**config.mk**
```make
export PLATFORM = sky130hd
export DESIGN_NAME = tcp_tx_arbiter
export DESIGN_NICKNAME = d
export VERILOG_FILES = /design/src/rtl/tcp_tx_arbiter.sv
export SDC_FILE = /design/constraint.sdc
export NUM_CORES = 1
export LEC_CHECK = 0
export CORE_UTILIZATION = 46
export CTS_CLUSTER_SIZE = 8
export DETAILED_ROUTE_END_ITERATION = 10
export GPL_TIMING_DRIVEN = 0
export HOLD_SLACK_MARGIN = 0.06
export PLACE_DENSITY = 0.8
export SLEW_MARGIN = 15
export SYNTH_ARGS = -nofsm -noshare
export SYNTH_HDL_FRONTEND = slang
export SYNTH_SLANG_ARGS = --single-unit
```
**constraint.sdc**
```tcl
create_clock -name Clock -period 5.7 [get_ports Clock]
set_input_delay 1.14 -clock Clock [delete_from_list [all_inputs] [get_ports Clock]]
set_output_delay 1.14 -clock Clock [all_outputs]
set_load 0.05 [all_outputs]
```
**src/rtl/tcp_tx_arbiter.sv**
```systemverilog
// Two-source packet arbiter for the TCP transmit path: round-robin grant per packet,
// merged onto one stream through a main + skid output buffer so source Ready stays registered.
module tcp_tx_arbiter #(
  parameter int USERW = 1
) (
  input  logic             Clock,
  input  logic             Reset_n,
  input  logic [63:0]      S0_Data,
  input  logic [7:0]       S0_Keep,
  input  logic [USERW-1:0] S0_User,
  input  logic             S0_Last,
  input  logic             S0_Valid,
  output logic             S0_Ready,
  input  logic [63:0]      S1_Data,
  input  logic [7:0]       S1_Keep,
  input  logic [USERW-1:0] S1_User,
  input  logic             S1_Last,
  input  logic             S1_Valid,
  output logic             S1_Ready,
  output logic [63:0]      M_Data,
  output logic [7:0]       M_Keep,
  output logic [USERW-1:0] M_User,
  output logic             M_Last,
  output logic             M_Valid,
  input  logic             M_Ready,
  input  logic [1:0]       PortEnable,
  output logic [1:0]       Grant,
  output logic             Busy,
  output logic [15:0]      PktCount0,
  output logic [15:0]      PktCount1,
  output logic             DebugState
);

  // Handshake: a beat moves on any rising Clock edge where Valid && Ready are both high.
  // Valid must not wait on Ready; Ready here is a pure register, never a function of M_Ready
  // within the same cycle.

  typedef enum logic {
    IDLE = 1'b0,
    XFER = 1'b1
  } state_t;

  state_t      state, state_n;
  logic [1:0]  grant_q, grant_n;
  logic        rr_ptr, rr_n;
  logic        s0_ready_q, s1_ready_q;
  logic        s0_ready_n, s1_ready_n;
  logic [15:0] pkt_count0, pkt_count1;

  logic             main_valid, main_valid_n;
  logic             skid_valid, skid_valid_n;
  logic [63:0]      main_data, skid_data;
  logic [7:0]       main_keep, skid_keep;
  logic [USERW-1:0] main_user, skid_user;
  logic             main_last, skid_last;

  logic [1:0]       cand;
  logic             win_idx;
  logic             in_sel;
  logic             in_fire;
  logic             in_last_fire;
  logic [63:0]      in_data;
  logic [7:0]       in_keep;
  logic [USERW-1:0] in_user;
  logic             in_last;
  logic             pop;
  logic             ld_main_in, ld_main_skid, ld_skid;

  // Arbitration candidates and round-robin winner: rr_ptr names the favoured source.
  always_comb begin
    cand    = {S1_Valid & PortEnable[1], S0_Valid & PortEnable[0]};
    win_idx = cand[rr_ptr] ? rr_ptr : ~rr_ptr;
  end

  // Input side mux; only the granted source can ever see Ready high.
  always_comb begin
    in_sel       = grant_q[1];
    in_data      = in_sel ? S1_Data : S0_Data;
    in_keep      = in_sel ? S1_Keep : S0_Keep;
    in_user      = in_sel ? S1_User : S0_User;
    in_last      = in_sel ? S1_Last : S0_Last;
    in_fire      = (S0_Valid & s0_ready_q) | (S1_Valid & s1_ready_q);
    in_last_fire = in_fire & in_last;
    pop          = main_valid & M_Ready;
  end

  // Output buffer occupancy. A new beat lands in main when main is free this cycle,
  // otherwise it parks in skid and Ready drops on the following edge.
  always_comb begin
    main_valid_n = main_valid;
    skid_valid_n = skid_valid;
    ld_main_in   = 1'b0;
    ld_main_skid = 1'b0;
    ld_skid      = 1'b0;
    if (pop) begin
      if (skid_valid) begin
        ld_main_skid = 1'b1;
        skid_valid_n = 1'b0;
      end else begin
        main_valid_n = 1'b0;
      end
    end
    if (in_fire) begin
      if (!main_valid || (pop && !skid_valid)) begin
        ld_main_in   = 1'b1;
        main_valid_n = 1'b1;
      end else begin
        ld_skid      = 1'b1;
        skid_valid_n = 1'b1;
      end
    end
  end

  // Next-state logic for arbitration, packet ownership and registered Ready.
  always_comb begin
    state_n = state;
    grant_n = grant_q;
    rr_n    = rr_ptr;
    case (state)
      IDLE: begin
        if (|cand) begin
          state_n = XFER;
          grant_n = win_idx ? 2'b10 : 2'b01;
        end
      end
      XFER: begin
        if (in_last_fire) begin
          state_n = IDLE;
          grant_n = 2'b00;
          rr_n    = grant_q[0];
        end
      end
      default: begin
        state_n = IDLE;
        grant_n = 2'b00;
      end
    endcase
    s0_ready_n = (state_n == XFER) & grant_n[0] & ~skid_valid_n;
    s1_ready_n = (state_n == XFER) & grant_n[1] & ~skid_valid_n;
  end

  always_ff @(posedge Clock or negedge Reset_n) begin
    if (!Reset_n) begin
      state      <= IDLE;
      grant_q    <= 2'b00;
      rr_ptr     <= 1'b0;
      s0_ready_q <= 1'b0;
      s1_ready_q <= 1'b0;
      main_valid <= 1'b0;
      skid_valid <= 1'b0;
      pkt_count0 <= 16'h0000;
      pkt_count1 <= 16'h0000;
    end else begin
      state      <= state_n;
      grant_q    <= grant_n;
      rr_ptr     <= rr_n;
      s0_ready_q <= s0_ready_n;
      s1_ready_q <= s1_ready_n;
      main_valid <= main_valid_n;
      skid_valid <= skid_valid_n;
      if (in_last_fire && grant_q[0]) pkt_count0 <= pkt_count0 + 16'h0001;
      if (in_last_fire && grant_q[1]) pkt_count1 <= pkt_count1 + 16'h0001;
    end
  end

  // Payload holds carry no reset; their contents only matter while the matching valid is set.
  always_ff @(posedge Clock) begin
    if (ld_main_in) begin
      main_data <= in_data;
      main_keep <= in_keep;
      main_user <= in_user;
      main_last <= in_last;
    end else if (ld_main_skid) begin
      main_data <= skid_data;
      main_keep <= skid_keep;
      main_user <= skid_user;
      main_last <= skid_last;
    end
    if (ld_skid) begin
      skid_data <= in_data;
      skid_keep <= in_keep;
      skid_user <= in_user;
      skid_last <= in_last;
    end
  end

  assign S0_Ready   = s0_ready_q;
  assign S1_Ready   = s1_ready_q;
  assign M_Data     = main_data;
  assign M_Keep     = main_keep;
  assign M_User     = main_user;
  assign M_Last     = main_last;
  assign M_Valid    = main_valid;
  assign Grant      = grant_q;
  assign Busy       = (state == XFER) | main_valid | skid_valid;
  assign PktCount0  = pkt_count0;
  assign PktCount1  = pkt_count1;
  assign DebugState = state;

endmodule

```
Yosys cells after proc, flatten, opt, wreduce, memory -nomap -nowiden
Index checks and enable logic that the tools add are counted.
{"block": "classes", "n_reduce_logical": 9, "muxes": 35, "add_sub_neg": 2, "order_cmp": 1, "bitwise": 16}
{"cell": "64-bit two-way mux", "count": 3}
{"cell": "16-bit by 1-bit adder with 16-bit output (second input constant)", "count": 2}
{"cell": "1-bit two-way mux", "count": 24}
{"cell": "8-bit two-way mux", "count": 3}
{"cell": "1-bit bitwise AND", "count": 10}
{"cell": "2-bit two-way mux", "count": 3}
{"cell": "2-bit case mux with 2 select lines", "count": 1}
{"cell": "1-bit logical AND", "count": 3}
{"cell": "1-bit NOT", "count": 3}
{"cell": "1-bit bitwise OR", "count": 3}
{"cell": "1-bit logical NOT", "count": 2}
{"cell": "1-bit by 2-bit less-than comparator with 1-bit output (second input constant)", "count": 1}
{"cell": "1-bit case mux with 2 select lines", "count": 1}
{"cell": "2-bit AND reduction", "count": 1}
{"cell": "2-bit nonzero test", "count": 1}
{"cell": "2-bit OR reduction", "count": 1}
{"cell": "1-bit logical OR", "count": 1}
{"block": "word_totals", "out_inout_bits": 113, "ff_bits": 188, "elab_cells": 80}

Logic depth before layout (Yosys ltp)
{"block": "logic_depth", "word_depth": 9, "mapped_depth": 6, "ltp_nobuf": 5}

Worst setup path after synthesis
Ideal clock, no wire load.
{"block": "synth_timing", "kind": "in2reg", "startpoint": "in S0_Valid", "endpoint": "reg main_data[0] (netlist: M_Data[0]) (enable)", "arrival_time_ns": 5.028, "path_slack_ns": 0.141, "stages": 3, "n_path_buf": 1, "setup_ns": 0.531, "cell_sequence": "a22oi_2 clkbuf_1 a21oi_1"}
{"block": "synth_between", "elab_chain_len": 4}
{"item": "start, declared", "line": "12", "source": "input logic S0_Valid,"}
{"item": "1-bit bitwise AND", "line": "82", "source": "in_fire = (S0_Valid & s0_ready_q) | (S1_Valid & s1_ready_q);"}
{"item": "1-bit bitwise OR", "line": "82"}
{"item": "1-bit two-way mux", "line": "103", "source": "if (in_fire) begin"}
{"item": "2-bit nonzero test (no source line)"}
{"item": "end signal, assigned", "line": "169", "source": "main_data <= in_data;"}
{"item": "end signal, assigned", "line": "174", "source": "main_data <= skid_data;"}
{"item": "end, declared", "line": "52", "source": "logic [63:0] main_data, skid_data;"}
Every way passes these cells.
A chain may end at the register's enable or synchronous reset.

Final worst setup path
{"block": "layout_timing", "startpoint": "reg state (netlist: DebugState)", "endpoint": "out Busy"}
{"block": "layout_between", "elab_chain_len": 2}
{"item": "start, declared", "line": "43", "source": "state_t state, state_n;"}
{"item": "start signal, assigned", "line": "154", "source": "state <= state_n;"}
{"item": "1-bit bitwise OR (2 in series)", "line": "195", "source": "assign Busy = (state == XFER) | main_valid | skid_valid;"}
{"item": "end, declared", "line": "28", "source": "output logic Busy,"}
Every way passes these cells.

==> flow_summary_export.csv <==
group,metric,value,unit
sta,post-route-min-period,3290,ps
global_route,overflow,0,
min_path,whs_path_depth,1,
sta,fin_crit_sh,57.6,%
clocking,holdBufCountCts,0,
power_and_ir_drop,leakage,4.18,nW
drt,wl_per_cell,18.5,um
die,row_count,47,
finish,mostFrequentLayoutCells,"clkdlybuf4s50_1, mux2_2, edfxtp_1, dfrtp_1",
setup_path,reg2reg_depth,5,
clocking,clk_path_buf_depth,2,
power_and_ir_drop,netSwitchingFraction,35.6,%
flow_run,cap_violations,0,
power_and_ir_drop,power_frac_clock,23.2,%
drt,drt-vias-per-instance,5.13,
logic_synthesis,yosysWarnings,0,
sta,rsz0062_at_grt,"no",
min_path,hold_class,"register to register",
sta,hold_viol,0,
logic_synthesis,syn_area,8010,um2
die,die_w,134,um
drt,drc,0,
die,pin_count,268,
global_route,antenna_found_initial,0,
clocking,htree_levels,4,
finish,antennaDiodeCount,0,
global_route,grt_pass1_vias,5341,
power_and_ir_drop,p_comb_share,39.8,%
logic_synthesis,synth-seq-cells,188,
drt,antenna_left,0,
place,place_hpwl,13900,um
drt,drtIter0Drc,288,
power_and_ir_drop,p_seq_share,36.9,%
min_path,whs_endpoint,"PktCount1[15]$_DFFE_PN0P_",
global_route,grt.total_usage,21.5,%
logic_synthesis,postSynthNetCount,636,
setup_path,r2r_start,"S0_Ready$_DFF_PN0_",
place,io_buffer_count,267,
setup_path,path_class,"register to output port",
die,die_h,134,um
power_and_ir_drop,p_per_area,449,nW/um2
drt,first_pass_iters,4,
logic_synthesis,ys_seq_area_share,68.0,%
place,dpl.cell_count,973,
die,die-area,18000,um2
clocking,cts.reportedPaths.clkPinSlew,70,ps
finish,multi_input_comb_area,2490,um2
global_route,grt_pass1_wl,28800,um
drt,vias,5151,
setup_path,crit_path_max_fanout,9,
sta,fmax,304,MHz
place,gp_congestion,0.793,
setup_path,start_kind,"register",
power_and_ir_drop,ir_worst_vdd,0.000223,V
finish,nFillCells,1120,
clocking,cts_tree,"yes",
die,initial_core_util,47.6,%
sta,setup_viol,0,
drt,wl,18600,um
sta,maxSlewHeadroom,55.5,%
setup_path,rr_endpoint,"M_Data[7]$_DFFE_PP_",
finish,regArea,5450,um2
clocking,post-cts-setup-buffers,0,
power_and_ir_drop,internal_power,3.40,mW
clocking,post_cts_resized,0,
setup_path,end_kind,"output port",
global_route,grt_max_degree,30,
sta,worst_slew_pin_slew,666,ps
clocking,cts-root-buf,"clkbuf_16",
logic_synthesis,synth_cell_types,34,
sta,maxSlewViolCount,0,
clocking,clk_latency,430,ps
logic_synthesis,syn_inst,479,
clocking,numCtsBuffers,17,
setup_path,r2r_slack,3380,ps
logic_synthesis,syn_area_per_cell,16.7,um2
sta,fin_skew,8.34,ps
power_and_ir_drop,p_sw,1.88,mW
setup_path,cp.arrival,2150,ps
sta,fin_setup_tns,0,ps
clocking,cts_num_sinks,188,
run_status,status,"completed",
power_and_ir_drop,power,5.27,mW
setup_path,worstPathRequired,4560,ps
finish,area_growth,46.5,%
finish,layout_commonest_cell,"clkdlybuf4s50_1",
finish,fin_cells,1004,
die,core_region_area,16800,um2
finish,drive_gt1_share,26.7,%
finish,final_nets,929,
min_path,min_from,"PktCount1[15]$_DFFE_PN0P_",
cells by family after synthesis:
| family | Yosys count | synth area share [%] |
|---|---|---|
| DFF | 188 | 68.0 |
| muxes | 150 | 21.1 |
| and+or+nand+nor | 73 | 4.92 |
| xor gates and xnor gates | 30 | 3.28 |
| buffers and inverters | 22 | 1.23 |
| AOI/OAI and AO/OA | 14 | 1.19 |
| adders and majority gates | 2 | 0.312 |
worst max path at each step:
stage | startpoint | to | depth (start not counted)
floorplan | S0_Valid | M_Data[0]$_DFFE_PP_ | 3
global placement | S0_Valid | M_Data[30]$_DFFE_PP_ | 4
detailed placement | S0_Valid | M_Data[23]$_DFFE_PP_ | 6
CTS | DebugState$_DFF_PN0_ | Busy | 3
global route | DebugState$_DFF_PN0_ | Busy | 3
finish | DebugState$_DFF_PN0_ | Busy | 3
registers in the layout (all words and copies together), names as in the netlist, 2 cells and up:
name,count
M_Data,64
skid_data,64
PktCount0,16
PktCount1,16
M_Keep,8
skid_keep,8
Grant,2
cells in the mapped netlist, drive strengths merged:
| master | number | area (um2) |
|---|---|---|
| mux2 | 149 | 1680 |
| edfxtp | 148 | 4440 |
| dfrtp | 40 | 1000 |
| nand2 | 22 | 82.6 |
| xnor2 | 22 | 193 |
| buf | 13 | 65.1 |
| nand3 | 13 | 65.1 |
| clkbuf | 8 | 30.0 |
| nor2 | 8 | 30.0 |
| xor2 | 8 | 70.1 |
| nand4 | 6 | 37.5 |
| and3 | 5 | 31.3 |
| nor3 | 5 | 35.0 |
| a21oi | 4 | 20.0 |
| and4 | 3 | 26.3 |
| nor2b | 3 | 18.8 |
| o21ai | 3 | 15.0 |
| ha | 2 | 25.0 |
| nor4 | 2 | 25.0 |
| or3 | 2 | 12.5 |
| a221oi | 1 | 8.76 |
| a22o | 1 | 8.76 |
| a22oi | 1 | 12.5 |
| a31oi | 1 | 6.26 |
| a32oi | 1 | 8.76 |
| inv | 1 | 3.75 |
| mux2i | 1 | 13.8 |
| nand2b | 1 | 6.26 |
| nor3b | 1 | 7.51 |
| nor4b | 1 | 8.76 |
| o22ai | 1 | 6.26 |
| o32ai | 1 | 8.76 |
| or4 | 1 | 7.51 |
power by group through the flow:
stage	Clock (mW)	Combinational [mW]	Sequential (mW)
2_1_floorplan	0	0.723	2.62
3_3_place_gp	0	2.00	2.02
3_5_place_dp	0	2.12	1.98
4_1_cts	1.25	2.13	1.95
5_1_grt	1.30	2.21	1.97
6_report	1.23	2.10	1.95
stage by stage:
stage	area (um2)	setup WS, ps	hold WS (ps)	utilization [%]
after detailed placement	11100	2110	471	66.2
after floorplan	8010	141	499	-
after global placement	11000	-2460	461	65.2
final	11700	2410	475	69.8
after CTS	11700	2400	480	69.8
after global routing	11700	2350	500	69.8
layout make-up:
cell class                      instances  share of cell area [%]
Tap cell                              220                    2.34
Multi-Input combinational cell        269                    21.2
Timing Repair Buffer                  274                    24.1
Buffer                                 21                   0.810
Clock inverter                         14                    1.58
Inverter                                1                  0.0320
Sequential cell                       188                    46.4
Clock buffer                           17                    3.62
critical path, cell delays in order, from the launching register on:
cell and delay (ps):
dfrtp_1 400, clkbuf_1 210, or3_1 400, clkdlybuf4s50_1 720
metal layers:
metal / routed length (um) / vias up / global-route usage (%)
met5: 0 / - / 0
met4: 498 / 0 / 9.79
met3: 1280 / 35 / 6.01
met2: 9450 / 205 / 37.1
met1: 7330 / 2498 / 24.9
li1: - / 2413 / -
Note: power is estimated with default switching activity, not from simulation.
